===== config.mk =====
export PLATFORM = sky130hd
export DESIGN_NAME = crypto_resp_core_flat
export DESIGN_NICKNAME = d
export VERILOG_FILES = /design/src/rtl/crypto_resp_pkg.sv /design/src/rtl/crypto_resp_if.sv /design/src/rtl/crypto_resp_round.sv /design/src/rtl/crypto_resp_core.sv /design/src/flat_wrapper.sv
export SDC_FILE = /design/constraint.sdc
export NUM_CORES = 1
export LEC_CHECK = 0
export ABC_AREA = 1
export BUFFER_PORTS_ARGS = -buffer_cell sky130_fd_sc_hd__buf_2
export CAP_MARGIN = 10
export CELL_PAD_IN_SITES_DETAIL_PLACEMENT = 1
export CELL_PAD_IN_SITES_GLOBAL_PLACEMENT = 2
export CORE_MARGIN = 2
export CORE_UTILIZATION = 35
export CTS_BUF_LIST = sky130_fd_sc_hd__clkbuf_2
export DETAILED_ROUTE_END_ITERATION = 12
export PLACE_DENSITY = 0.95
export SYNTH_ARGS = -nofsm -noshare
export SYNTH_HDL_FRONTEND = slang
export SYNTH_HIERARCHICAL = 1
export SYNTH_SLANG_ARGS = --single-unit

===== constraint.sdc =====
create_clock -name clk -period 4.4 [get_ports clk]
set_input_delay 0.66 -clock clk [delete_from_list [all_inputs] [get_ports clk]]
set_output_delay 0.66 -clock clk [all_outputs]
set_load 0.03 [all_outputs]

===== src/rtl/crypto_resp_pkg.sv =====
// Shared constants, state encoding and rotate helper for the crypto responder core.
// Pure declarations: no latency, no flow control.
package crypto_resp_pkg;

    localparam int DATA_W   = 128;
    localparam int RND_W    = 8;
    localparam int ROTATE   = 7;
    localparam int KEY_STEP = 8;

    typedef enum logic [1:0] {
        ST_IDLE  = 2'd0,
        ST_LOAD  = 2'd1,
        ST_ROUND = 2'd2,
        ST_DONE  = 2'd3
    } state_t;

    // Doubling the word and keeping the upper half gives a rotate without a variable right shift.
    function automatic logic [DATA_W-1:0] rotl128(input logic [DATA_W-1:0] x, input logic [6:0] amt);
        logic [2*DATA_W-1:0] w_dbl;
        w_dbl = {x, x} << amt;
        return w_dbl[2*DATA_W-1:DATA_W];
    endfunction

endpackage


===== src/rtl/crypto_resp_if.sv =====
// Request/response bundle between a crypto requester (master) and the responder core (slave).
// Level signals only; start is honoured solely while ready is high.
interface crypto_resp_if;
    import crypto_resp_pkg::*;

    logic              start;
    logic [DATA_W-1:0] key;
    logic [DATA_W-1:0] pt;
    logic [DATA_W-1:0] ct;
    logic              ready;
    logic              busy;
    logic              done;
    logic              trigger;

    modport master (output start, key, pt, input ct, ready, busy, done, trigger);
    modport slave  (input start, key, pt, output ct, ready, busy, done, trigger);

endinterface


===== src/rtl/crypto_resp_round.sv =====
// One cipher round: rotl(state ^ rotl(key, 8*rnd mod 128), 7) ^ rnd.
// Combinational, zero latency, no flow control.
module crypto_resp_round
    import crypto_resp_pkg::*;
(
    input  logic [DATA_W-1:0] i_state,
    input  logic [DATA_W-1:0] i_key,
    input  logic [RND_W-1:0]  i_rnd,
    output logic [DATA_W-1:0] o_state_next
);

    logic [6:0]        w_kamt;
    logic [DATA_W-1:0] w_rk;

    // Truncation to 7 bits is the mod-128 of the key schedule.
    assign w_kamt       = 7'(32'(i_rnd) * KEY_STEP);
    assign w_rk         = rotl128(i_key, w_kamt);
    assign o_state_next = rotl128(i_state ^ w_rk, 7'(ROTATE)) ^ {{(DATA_W-RND_W){1'b0}}, i_rnd};

endmodule


===== src/rtl/crypto_resp_core.sv =====
// Iterative 128-bit test cipher responder; done rises ROUNDS+1 edges after the accepting start.
// start is ignored while busy. CRYPTO_RESP_TRIGGER_EN builds a registered trigger high during ROUND.
module crypto_resp_core
    import crypto_resp_pkg::*;
#(
    parameter int TEXT_WIDTH = 128,
    parameter int KEY_WIDTH  = 128,
    parameter int ROUNDS     = 10
) (
    input  logic           clk,
    input  logic           rst_n,
    crypto_resp_if.slave   bus
);

    localparam logic [RND_W-1:0] LP_ROUNDS = RND_W'(ROUNDS);

    state_t                r_fsm;
    state_t                w_fsm_nxt;
    logic                  r_ready;
    logic                  r_busy;
    logic                  r_done;
    logic                  w_ready_nxt;
    logic                  w_busy_nxt;
    logic                  w_done_nxt;
    logic [KEY_WIDTH-1:0]  r_key;
    logic [TEXT_WIDTH-1:0] r_state;
    logic [TEXT_WIDTH-1:0] r_ct;
    logic [RND_W-1:0]      r_rnd;
    logic [DATA_W-1:0]     w_state_nxt;
    logic                  w_accept;
    logic                  w_last;

    assign w_accept = bus.start && ((r_fsm == ST_IDLE) || (r_fsm == ST_DONE));
    assign w_last   = (r_rnd == LP_ROUNDS);

    crypto_resp_round u_round (
        .i_state      (r_state),
        .i_key        (r_key),
        .i_rnd        (r_rnd),
        .o_state_next (w_state_nxt)
    );

    always_comb begin
        w_fsm_nxt = r_fsm;
        case (r_fsm)
            ST_IDLE:  if (bus.start) w_fsm_nxt = ST_LOAD;
            ST_LOAD:  w_fsm_nxt = ST_ROUND;
            ST_ROUND: if (w_last) w_fsm_nxt = ST_DONE;
            ST_DONE:  if (bus.start) w_fsm_nxt = ST_LOAD;
            default:  w_fsm_nxt = ST_IDLE;
        endcase
        // Handshake outputs are registered decodes of the state being entered.
        w_ready_nxt = (w_fsm_nxt == ST_IDLE) || (w_fsm_nxt == ST_DONE);
        w_busy_nxt  = (w_fsm_nxt == ST_LOAD) || (w_fsm_nxt == ST_ROUND);
        w_done_nxt  = (w_fsm_nxt == ST_DONE);
    end

    always_ff @(posedge clk or negedge rst_n) begin
        if (!rst_n) begin
            r_fsm   <= ST_IDLE;
            r_ready <= 1'b1;
            r_busy  <= 1'b0;
            r_done  <= 1'b0;
        end else begin
            r_fsm   <= w_fsm_nxt;
            r_ready <= w_ready_nxt;
            r_busy  <= w_busy_nxt;
            r_done  <= w_done_nxt;
        end
    end

    always_ff @(posedge clk or negedge rst_n) begin
        if (!rst_n) begin
            r_key   <= '0;
            r_state <= '0;
            r_rnd   <= '0;
            r_ct    <= '0;
        end else if (w_accept) begin
            r_key   <= bus.key;
            r_state <= bus.pt ^ bus.key;
            r_rnd   <= RND_W'(1);
        end else if (r_fsm == ST_ROUND) begin
            r_state <= w_state_nxt;
            r_rnd   <= r_rnd + RND_W'(1);
            if (w_last) r_ct <= w_state_nxt;
        end
    end

    assign bus.ct    = r_ct;
    assign bus.ready = r_ready;
    assign bus.busy  = r_busy;
    assign bus.done  = r_done;

`ifdef CRYPTO_RESP_TRIGGER_EN
    logic r_trigger;

    always_ff @(posedge clk or negedge rst_n) begin
        if (!rst_n) r_trigger <= 1'b0;
        else        r_trigger <= (w_fsm_nxt == ST_ROUND);
    end

    assign bus.trigger = r_trigger;
`else
    assign bus.trigger = 1'b0;
`endif

endmodule


===== src/flat_wrapper.sv =====
// flat-port wrapper written by rule: the top's interface ports become plain ports
module crypto_resp_core_flat import crypto_resp_pkg::*;
#(
    parameter int TEXT_WIDTH = 128,
    parameter int KEY_WIDTH  = 128,
    parameter int ROUNDS     = 10
)
  (clk, rst_n, bus_start, bus_key, bus_pt, bus_ct, bus_ready, bus_busy, bus_done, bus_trigger);
  crypto_resp_if bus_i ();
  input  logic clk;
  input  logic rst_n;
  input wire logic [$bits(bus_i.start)-1:0] bus_start;
  input wire logic [$bits(bus_i.key)-1:0] bus_key;
  input wire logic [$bits(bus_i.pt)-1:0] bus_pt;
  output wire logic [$bits(bus_i.ct)-1:0] bus_ct;
  output wire logic [$bits(bus_i.ready)-1:0] bus_ready;
  output wire logic [$bits(bus_i.busy)-1:0] bus_busy;
  output wire logic [$bits(bus_i.done)-1:0] bus_done;
  output wire logic [$bits(bus_i.trigger)-1:0] bus_trigger;
  assign bus_i.start = bus_start;
  assign bus_i.key = bus_key;
  assign bus_i.pt = bus_pt;
  assign bus_ct = bus_i.ct;
  assign bus_ready = bus_i.ready;
  assign bus_busy = bus_i.busy;
  assign bus_done = bus_i.done;
  assign bus_trigger = bus_i.trigger;
  crypto_resp_core #(.TEXT_WIDTH(TEXT_WIDTH), .KEY_WIDTH(KEY_WIDTH), .ROUNDS(ROUNDS)) u_core (.clk(clk), .rst_n(rst_n), .bus(bus_i));
endmodule

==> metrics.cfg, run 1 <==
[global_routing]
grt_antenna_before_repair=8
grt_pass1_vias=30800
globalRouteOverflowTotal=0
grt_pass1_wl_um=202000
grt_usage_pct=37.1
grt_max_degree=131

[final_layout]
syn_to_final_growth_pct=25.8
drive_gt1_share_pct=14.1
final_core_util_pct=44.5
nNetsFinal=4544
nFillCells=9089

[route]
post_drt_wl_per_cell_um=26.1
drcViolationCount=0
drt-pass1-iter-count=5
drt-met1-wl_um=54700
wl_um=139000
vias=30100
highest_layer=met5
drt_iter0_drc=3105
routed-wl-met2_um=63700
detail_route.vias_per_cell=5.66
wl_met3_um=10500
detail-route-antenna-nets=0

[sta]
post-route-min-period_ns=3.30
slew_headroom_pct=36.8
fin_crit_sh_pct=75.1
clock.fmax_ghz=0.303
final_hold_viol_count=0
finalSetupViolCount=0
slew_violations=0
clock_skew_ns=0.116
tightest_slew_ns=0.949
fin_setup_tns_ns=0
rsz0062_at_grt=no

[status]
outcome=completed

[placed_design]
io_buffers=389
place_hpwl_um=96300
place_congestion=1.01

[logic_synthesis]
synth_cell_types=25
synth-edff-count=0
synth_ff_type=dfrtp_1
ys_async_sr_fraction_pct=100
synth_seq_area_share_pct=40.0
synth_area_um2=24800
synthTopCellsByCount=nand2_1 (1552), nand3_1 (1084), dfrtp_1 (396)
synthMostInstantiatedCell=nand2_1
synth_top_cells_by_area=dfrtp_1 (40%), nand2_1 (23%), nand3_1 (22%), xnor2_1 (2.6%), buf_2 (2.3%)
syn_nets=3960
yosys_warnings=6
yosys.area.top_type_share_pct=39.9
ys_ff_latch=397
avgSynthCellArea_um2=6.72
synthCells=3696
yosys.area.top_type=dfrtp_1

[die]
dieArea_um2=73100
core_um2=70100
die_x_um=270
die_h_um=270
row_count=97
initial_utilization_pct=35.4
num_io_pins=391

[pwr]
p_seq_share_pct=48.9
power.share.combinational_pct=7.5
clockPowerShare_pct=43.6
leakagePower_nw=16.5
p_sw_share_pct=29.0
p_sw_mw=2.16
internal_power_mw=5.29
ir_worst_vdd_mv=0.183
pwr_density_cell_nw_per_um2=239

[clock_network]
clk_pin_slew_ns=0.16
clock_latency_ns=1.28
cts_buffers=109
clock_sinks=397
htreeDepth=3
cts-root-buf=clkbuf_2
cts_tree=yes
clockBufferDepth=3

[critical_path]
crit_arrival_ns=4.32
endpoint_kind=register
worst_ep_required_time_ns=5.42
path_max_fanout=77
startpoint_type=register
worstSetupPathType=register to register

[worst_hold_path]
hp-class=input port to register

[flow_run]
max-cap-violations=0

[path summary, 6_finish.rpt]
path                                        start  slack, ns  depth (start not counted)                 end
max in group asynchronous                   rst_n       2.35                          4  u_core/r_state[25]
worst max-delay path              u_core/r_rnd[1]       1.10                         10  u_core/r_state[12]
worst min-delay path                  bus_key[61]       0.18                          4    u_core/r_key[61]
worst max register to register    u_core/r_rnd[1]       1.10                         10  u_core/r_state[12]
min in group asynchronous                   rst_n       0.62                          3  u_core/r_state[81]
worst min register to register  u_core/bus.ct[47]       0.47                          2   u_core/bus.ct[47]
[sequential cells by signal, summed over array words and instances, names as in the netlist]
signal,count
u_core/bus.ct,128
u_core/r_fsm,2
u_core/bus.done,1
u_core/r_key,128
u_core/r_rnd,8
u_core/bus.busy,1
u_core/r_state,128
u_core/bus.ready,1
[placed cells by master (no fill, tap or decap), types with 6 or more instances in the layout]
| cell type | n |
|---|---|
| a21oi_1 | 62 |
| buf_12 | 15 |
| buf_2 | 388 |
| buf_4 | 23 |
| bufinv_16 | 7 |
| clkbuf_2 | 152 |
| clkinv_1 | 21 |
| clkinv_2 | 13 |
| dfrtp_1 | 392 |
| diode_2 | 10 |
| dlygate4sd3_1 | 271 |
| inv_1 | 137 |
| nand2_1 | 1551 |
| nand3_1 | 1084 |
| nor2_1 | 6 |
| o211ai_1 | 72 |
| o21ai_0 | 60 |
| xnor2_1 | 75 |
[per-layer routing]
metal	vias to the layer above	global-route usage, %
met5	-	0
met4	4	22.7
met3	352	7.80
met2	1408	59.1
met1	14900	46.0
li1	13400	-
[kinds of logic (layout without fill, tap and decap cells)]
kind of cell | after synthesis | after routing | synth area share [%]
other | 1 | 11 | 0.0151
adder cells (fa/ha/maj) | 5 | 5 | 0.252
AO/OA/AOI/OAI | 198 | 198 | 4.74
AND/OR/NAND/NOR | 2648 | 2648 | 45.5
buffers and inverters | 368 | 1033 | 6.70
flip-flops | 397 | 397 | 40.0
XOR/XNOR | 79 | 79 | 2.79
[critical path: stages (launching register included)]
cell      delay (ns)
dfrtp_4         0.74
clkinv_2        0.61
buf_12          0.42
nand3_1         0.20
nand3_1         0.12
nand3_1         0.32
nand2_1         0.11
nand2_1         0.08
nand2_1         0.10
nand2_1         0.12
o211ai_1        0.13
[power groups by stage]
stage / Clock, mW / Sequential (mW) / Combinational [mW]
6_report: 3.25 / 3.65 / 0.560
5_1_grt: 3.49 / 3.65 / 0.594
3_5_place_dp: 0 / 3.72 / 0.356
2_1_floorplan: 0 / 3.72 / 0.0607
3_3_place_gp: 0 / 3.72 / 0.355
4_1_cts: 3.22 / 3.65 / 0.539
[per-stage QoR]
stage / total power, mW / setup slack, ns / cells / hold slack [ns] / instance area, µm²
floorplan: 3.78 / 2.77 / 3696 / 0.364 / 24800
global placement: 4.07 / 1.44 / 4838 / 0.452 / 27400
detailed placement: 4.07 / 1.30 / 4838 / 0.453 / 27400
CTS: 7.40 / 1.28 / 5301 / 0.0174 / 31200
global route: 7.74 / 1.02 / 5309 / 0.0869 / 31200
finish: 7.46 / 1.10 / 5311 / 0.175 / 31200
[cell type report]
| cell class | instances | area [µm²] | share of cell area (%) |
|---|---|---|---|
| clock inverter | 40 | 360 | 1.15 |
| sequential | 397 | 9950 | 31.8 |
| antenna | 10 | 25.0 | 0.0801 |
| clock buffer | 152 | 761 | 2.43 |
| inverter | 143 | 552 | 1.77 |
| multi-input combinational | 2931 | 13300 | 42.5 |
| timing repair buffer | 698 | 5140 | 16.5 |
| tap | 940 | 1180 | 3.76 |
[repair_timing]
item,in CTS,in global routing
resized for setup,0,0
hold endpoints to repair,399,0
setup buffers,0,0
hold buffers,271,0
Note: power is estimated with default switching activity, not from simulation.
==> inputs of run 2 (changes only) <==
- ABC_AREA: 1 -> 0
- CORE_UTILIZATION: 35 -> 39
- PLACE_DENSITY: 0.95 -> 0.93
- clock period: 4.4 -> 3.3 ns (I/O delays scaled with it)
==> metrics.cfg, run 2 <==
[final_layout]
final_cell_mix=nand2_1 (518), dfrtp_1 (392), buf_2 (388)
syn_to_final_growth_pct=28.8
layout_commonest_cell=nand2_1
fin_cells=3810  ; -28%
fin_area_um2=32100  ; +2.7%
nNetsFinal=3150  ; -31%
drive_gt1_share_pct=34.1  ; +20 points

[critical_path]
path_cells=buf_12 > mux4_2 > mux2_2 > mux2i_1 > xnor2_1 > mux2i_1 > o21ai_0 > dlygate4sd3_1
crit_slowest_cell=dlygate4sd3_1
crit_top_cell=mux2i_1
slowest_delay_ns=0.58  ; -0.16 ns
path_max_fanout=32  ; -58%
cp_num_buf_inv=2  ; unchanged
crit_arrival_ns=4.34  ; +0.02 ns
cp_top_family=multiplexers
worstSetupPathType=register to register
worst_ep_required_time_ns=4.39  ; -1.03 ns
startpoint_type=register
endpoint_kind=register

[route]
drt-pass1-iter-count=5  ; unchanged
drt_iter0_drc=1910  ; -38%
highest_layer=met5
wl_um=112000  ; -19%
drt-met1-wl_um=43600  ; -20%
detail-route-antenna-nets=0  ; unchanged
wl_met3_um=7810  ; -26%
detail_route.vias_per_cell=5.65  ; -0.17%
post_drt_wl_per_cell_um=29.4  ; +13%
routed-wl-met2_um=53300  ; -16%
vias=21500  ; -28%
drcViolationCount=0  ; unchanged

[die]
initial_utilization_pct=39.5  ; +4.1 points
row_count=92  ; -5.2%
die_h_um=257  ; -5.1%
dieArea_um2=65900  ; -9.9%
die_x_um=257  ; -5.1%
num_io_pins=391  ; unchanged
core_um2=63100  ; -10%

[sta]
clock.fmax_ghz=0.308  ; +1.6%
finalSetupViolCount=0  ; unchanged
fin_crit_sh_pct=98.5  ; +23 points
tightest_slew_ns=0.937  ; -0.0116 ns
worst_slack_ns=0.0491  ; -1.05 ns
slew_violations=0  ; unchanged
final_hold_viol_count=0  ; unchanged
clock_skew_ns=0.135  ; +0.0191 ns
post-route-min-period_ns=3.25  ; -0.0516 ns
fin_setup_tns_ns=0  ; unchanged
slew_headroom_pct=37.5  ; +0.77 points
rsz0062_at_grt=no
holdWs_ns=0.117  ; -0.0585 ns

[clock_network]
clk_pin_slew_ns=0.12  ; -0.04 ns
cts_buffers=106  ; -2.8%
htreeDepth=3  ; unchanged
cts-root-buf=clkbuf_2
clock_latency_ns=1.24  ; -0.04 ns
clockBufferDepth=3  ; unchanged
clock_sinks=397  ; unchanged
cts_tree=yes

[logic_synthesis]
synthCells=2133  ; -42%
synth_cell_types=31  ; +24%
ys_ff_latch=397  ; unchanged
synth_top_cells_by_area=dfrtp_1 (40%), mux2i_1 (10%), mux4_2 (9.6%), nand2_1 (7.8%), mux2_4 (7.2%)
synthTopCellsByCount=nand2_1 (519), dfrtp_1 (396), mux2i_1 (258)
syn_nets=2397  ; -39%
synth-edff-count=0  ; unchanged
ys_async_sr_fraction_pct=100  ; unchanged
synth_area_um2=24900  ; +0.29%
yosys.area.top_type=dfrtp_1
synth_ff_type=dfrtp_1
yosys_warnings=6  ; unchanged
synth_seq_area_share_pct=39.9  ; -0.11 points
yosys.area.top_type_share_pct=39.8  ; -0.11 points
synthMostInstantiatedCell=nand2_1
avgSynthCellArea_um2=11.7  ; +74%

[pwr]
pwr_density_cell_nw_per_um2=1180  ; +400%
ir_worst_vdd_mv=0.799  ; +340%
leakagePower_nw=15.3  ; -7.4%

[global_routing]
grt_max_degree=116  ; -11%
grt_pass1_wl_um=162000  ; -20%
grt_usage_pct=33.7  ; -3.4 points
grt_pass1_vias=23200  ; -25%
grt_antenna_before_repair=5  ; -3
globalRouteOverflowTotal=0  ; unchanged

[worst_hold_path]
hp-class=input port to register

[flow_run]
max-cap-violations=0  ; unchanged

[placed_design]
place_congestion=0.954  ; -5.3%
postPlaceCellArea_um2=27900  ; +1.9%
io_buffers=389  ; unchanged
dp_slack_ns=0.382  ; -0.914 ns
dp_cells=3301  ; -32%
place_hpwl_um=79200  ; -18%

[status]
outcome=completed

==> run 2: cell count changes after synthesis, moves of 59 or more <==
cell,delta
a21oi_1,-59
buf_2,-62
inv_1,-135
mux2_2,+136
mux2_4,+120
mux2i_1,+258
mux4_2,+106
nand2_1,-1033
nand3_1,-1082
o211ai_1,-72
o21ai_0,+72
xor2_1,+134
==> run 2: worst reg2reg max path: cells and delay by family, from the launching register on <==
family	cells	cell delay [ns]
compound gates	1	0.18
xor+xnor	1	0.23
flops	1	0.55
mux	4	1.35
buf+inv	2	0.85
==> run 2: area by class of cell <==
type	count	area, µm²
multi-input combinational	1588	14100
fill	6938	31000
inverter	5	18.8
timing repair buffer	788	6050
clock buffer	163	816
sequential	397	9950
tap	846	1060
clock inverter	18	95.1
antenna	5	12.5
==> run 2: cell families (layout without fill, tap and decap cells) <==
kind of cell | Yosys count | in the layout | share of synthesized area, %
flip-flops | 397 | 397 | 39.9
buffers and inverters | 148 | 974 | 3.74
multiplexers | 642 | 642 | 35.6
adder cells (fa/ha/maj) | 5 | 5 | 0.251
XOR/XNOR | 267 | 267 | 9.39
AND/OR/NAND/NOR | 536 | 536 | 8.32
other | 1 | 6 | 0.0151
AO/OA/AOI/OAI | 137 | 137 | 2.77
==> run 2: report_power, final <==
group | switching, mW | internal (mW)
clock network | 2.28 | 1.36
registers | 3.34 | 7.02
logic | 13.9 | 10.1
==> run 2: worst paths after layout <==
| check | end | startpoint | slack [ns] | depth (start not counted) |
|---|---|---|---|---|
| max | u_core/r_state[53] | u_core/r_rnd[0] | 0.05 | 8 |
| min | u_core/r_key[86] | bus_key[86] | 0.12 | 4 |
| max reg2reg | u_core/r_state[53] | u_core/r_rnd[0] | 0.05 | 8 |
| min reg2reg | u_core/bus.ct[125] | u_core/bus.ct[125] | 0.52 | 1 |
| max in group asynchronous | u_core/bus.ct[105] | rst_n | 2.17 | 4 |
| min in group asynchronous | u_core/r_state[102] | rst_n | 0.42 | 3 |
==> run 2: metal layers <==
layer,track usage [%],vias to the layer above
met4,20.6,4
met1,41.6,11100
met2,54.9,1182
li1,-,8991
met5,0,-
met3,6.07,288
==> run 2: through the flow <==
step / utilization (%) / power, mW
CTS: 50.8 / 36.9
floorplan: - / 23.6
detailed placement: 44.2 / 32.5
global route: 50.9 / 39.4
finish: 50.9 / 38.0
global placement: 44.2 / 31.9
==> run 2: what timing repair did <==
item	4_1_cts	5_1_grt
setup buffers	0	3
hold buffers	320	0
endpoints found under the hold margin	643	0
gates resized for setup	0	2
setup endpoints to repair	0	6
==> inputs of run 3 (changes only) <==
==> constraint.sdc (replaced) <==
create_clock -name clk -period 3.3 [get_ports clk]
set_input_delay 0.33 -clock clk [delete_from_list [all_inputs] [get_ports clk]]
set_output_delay 0.33 -clock clk [all_outputs]
set_load 0.03 [all_outputs]
==> metrics.cfg, run 3 <==
[logic_synthesis]
syn_nets=2397  ; unchanged
synthCells=2133  ; unchanged
synthTopCellsByCount=nand2_1 (519), dfrtp_1 (396), mux2i_1 (258)
synth_ff_type=dfrtp_1
ys_ff_latch=397  ; unchanged
synth_area_um2=24900  ; unchanged
synthMostInstantiatedCell=nand2_1
yosys.area.top_type_share_pct=39.8  ; unchanged
synth_top_cells_by_area=dfrtp_1 (40%), mux2i_1 (10%), mux4_2 (9.6%), nand2_1 (7.8%), mux2_4 (7.2%)
yosys_warnings=6  ; unchanged
synth_cell_types=31  ; unchanged
synth_seq_area_share_pct=39.9  ; unchanged
synth-edff-count=0  ; unchanged
yosys.area.top_type=dfrtp_1
ys_async_sr_fraction_pct=100  ; unchanged
avgSynthCellArea_um2=11.7  ; unchanged

[placed_design]
place_hpwl_um=77800  ; -1.8%
postPlaceCellArea_um2=27800  ; -0.32%
io_buffers=389  ; unchanged
place_congestion=0.963  ; +1.0%

[die]
row_count=92  ; unchanged
num_io_pins=391  ; unchanged
die_h_um=257  ; unchanged
initial_utilization_pct=39.5  ; unchanged
die_x_um=257  ; unchanged

[clock_network]
cts_resized=0  ; unchanged
htreeDepth=3  ; unchanged
postCtsHoldBufs=695  ; +120%
cts_buffers=106  ; unchanged
clock_sinks=397  ; unchanged
cts_setup_buffers=0  ; unchanged
clockBufferDepth=3  ; unchanged
cts-root-buf=clkbuf_2

[status]
error_line=[ERROR RSZ-0060] Max buffer count reached.
flow.stopped_at=clock tree synthesis
outcome=stopped before the end

-- run 3: metrics by stage --
stage / setup WS (ns) / instances
floorplan: 0.994 / 2133
global placement: 0.346 / 3289
detailed placement: 0.323 / 3289
-- run 3: cells by family after synthesis --
logic type	synth area share, %
DFF	39.9
xor gates and xnor gates	9.39
buffers and inverters	3.74
other	0.0151
AOI/OAI and AO/OA	2.77
and+or+nand+nor	8.32
muxes	35.6
adders and majority gates	0.251
==> inputs of run 4 (changes only) <==
- CELL_PAD_IN_SITES_DETAIL_PLACEMENT: 1 -> not set
- CELL_PAD_IN_SITES_GLOBAL_PLACEMENT: 2 -> not set
- CORE_UTILIZATION: 39 -> 26
- CTS_BUF_LIST: sky130_fd_sc_hd__clkbuf_2 -> not set
- PLACE_DENSITY: 0.93 -> not set
- PLACE_DENSITY_LB_ADDON: not set -> 0.15
==> metrics.cfg, run 4 (synthesis gave the netlist of run 2 again) <==
[route]
drt_iter0_drc=1319
drcViolationCount=0
detail-route-antenna-nets=0
vias=18900
post_drt_wl_per_cell_um=26.6
drt-pass1-iter-count=5
wl_um=105000
detail_route.vias_per_cell=4.78

[critical_path]
worstSetupPathType=register to register
cp_num_buf_inv=3
crit_arrival_ns=3.48
rr_startpoint=u_core/r_rnd[2]
rr_worst_depth=8
critical_path_depth=8
path_cells=buf_12 > buf_4 > mux4_2 > mux2_2 > mux2i_1 > buf_4 > xnor2_1 > mux2_4
crit_top_cell=buf_4
worst_ep_required_time_ns=3.79
path_max_fanout=25
crit_slowest_cell=dfrtp_4
cp_top_family=multiplexers
endpoint_kind=register
startpoint_type=register
slowest_delay_ns=0.64
worstSetupStartpoint=u_core/r_rnd[2]

[worst_hold_path]
hold_start=bus_key[125]
worstHoldPathCells=3
hp-class=input port to register

[sta]
clock_skew_ns=0.0264
worst_slack_ns=0.308
slew_headroom_pct=35.4
slew_violations=0
final_hold_viol_count=0
rsz0062_at_grt=no
tightest_slew_ns=0.969
post-route-min-period_ns=2.99
finalSetupViolCount=0
fin_crit_sh_pct=90.7
clock.fmax_ghz=0.334
fin_setup_tns_ns=0

[pwr]
clockPowerShare_pct=14.4
leakagePower_nw=14.6
power.share.combinational_pct=59.9
p_sw_share_pct=47.5
pwr_density_cell_nw_per_um2=1260
p_seq_share_pct=25.6
ir_worst_vdd_mv=0.470
internal_power_mw=20.7
power_mw=39.5
p_sw_mw=18.7

[clock_network]
cts_tree=yes
clock_latency_ns=0.61
cts-root-buf=clkbuf_16
clk_pin_slew_ns=0.06
clockBufferDepth=3  ; unchanged
htreeDepth=2  ; -1
cts_buffers=51  ; -52%
clock_sinks=397  ; unchanged

[final_layout]
nNetsFinal=2912
drive_gt1_share_pct=35.5
syn_to_final_growth_pct=26.1
layout_commonest_cell=nand2_1
final_cell_mix=nand2_1 (518), dfrtp_1 (392), buf_2 (388)

[die]
row_count=113  ; +23%
dieArea_um2=98300
initial_utilization_pct=26.2  ; -13 points
num_io_pins=391  ; unchanged
core_um2=95000
die_h_um=314  ; +22%
die_x_um=314  ; +22%

[global_routing]
grt_pass1_vias=19900
globalRouteOverflowTotal=0
grt_antenna_before_repair=2
grt_usage_pct=21.0
grt_pass1_wl_um=148000
grt_max_degree=131

[placed_design]
place_congestion=0.875  ; -9.2%
io_buffers=389  ; unchanged
place_hpwl_um=81800  ; +5.2%
dp_slack_ns=0.295  ; -0.0279 ns

[status]
outcome=completed

[flow_run]
max-cap-violations=0

## run 4: path summary, 6_finish.rpt
kind / slack (ns) / to
setup / recovery: 0.31 / u_core/bus.ct[117]
min in group asynchronous: 0.21 / u_core/bus.busy
max in group asynchronous: 1.96 / u_core/bus.ct[19]
hold / removal: 0.03 / u_core/r_key[125]
setup reg to reg: 0.31 / u_core/bus.ct[117]
hold reg to reg: 0.50 / u_core/bus.ct[90]
## run 4: layout make-up
class	count	area, µm²
repair buffers	605	4100
clock inverters	13	111
flip-flops and latches	397	9950
multi-input cells	1588	14100
fillers	9711	63600
inverters	5	18.8
diodes	2	5.00
clock buffers	78	1580
well taps	1265	1580
## run 4: power by group through the flow
stage / logic, mW / registers (mW) / clock network, mW
floorplan: 14.3 / 9.31 / 0
CTS: 23.8 / 10.1 / 5.88
finish: 23.7 / 10.1 / 5.69
global route: 25.3 / 10.3 / 6.03
detailed placement: 23.6 / 10.2 / 0
global placement: 23.6 / 10.2 / 0
## run 4: metal layers
layer	vias to the layer above	wire (µm)	track usage [%]
met3	102	5170	2.90
met1	9671	47300	28.8
met2	630	49800	34.6
li1	8485	-	-
met5	-	0	0
met4	0	3110	6.11
## run 4: repair_timing
| action | 4_1_cts | 5_1_grt |
|---|---|---|
| hold buffers | 105 | 0 |
| buffers inserted | 0 | 0 |
| gates resized for setup | 0 | 0 |
| hold endpoints to repair | 143 | 0 |
## run 4: worst register-to-register path: cells and delay by family (launching register included)
kind	cells	cell delay, ns
xor gates and xnor gates	1	0.08
buffers and inverters	3	0.74
DFF	1	0.64
muxes	4	1.43
## run 4: through the flow
| step | std cells | cell area (µm²) | hold WS [ns] | utilization, % |
|---|---|---|---|---|
| floorplan | 2133 | 24900 | 0.0344 | - |
| global placement | 3755 | 28700 | 0.255 | 30.2 |
| detailed placement | 3755 | 28700 | 0.253 | 30.2 |
| CTS | 3951 | 31400 | 0.000521 | 33.1 |
| global route | 3951 | 31400 | 0.0248 | 33.1 |
| finish | 3953 | 31400 | 0.0318 | 33.1 |
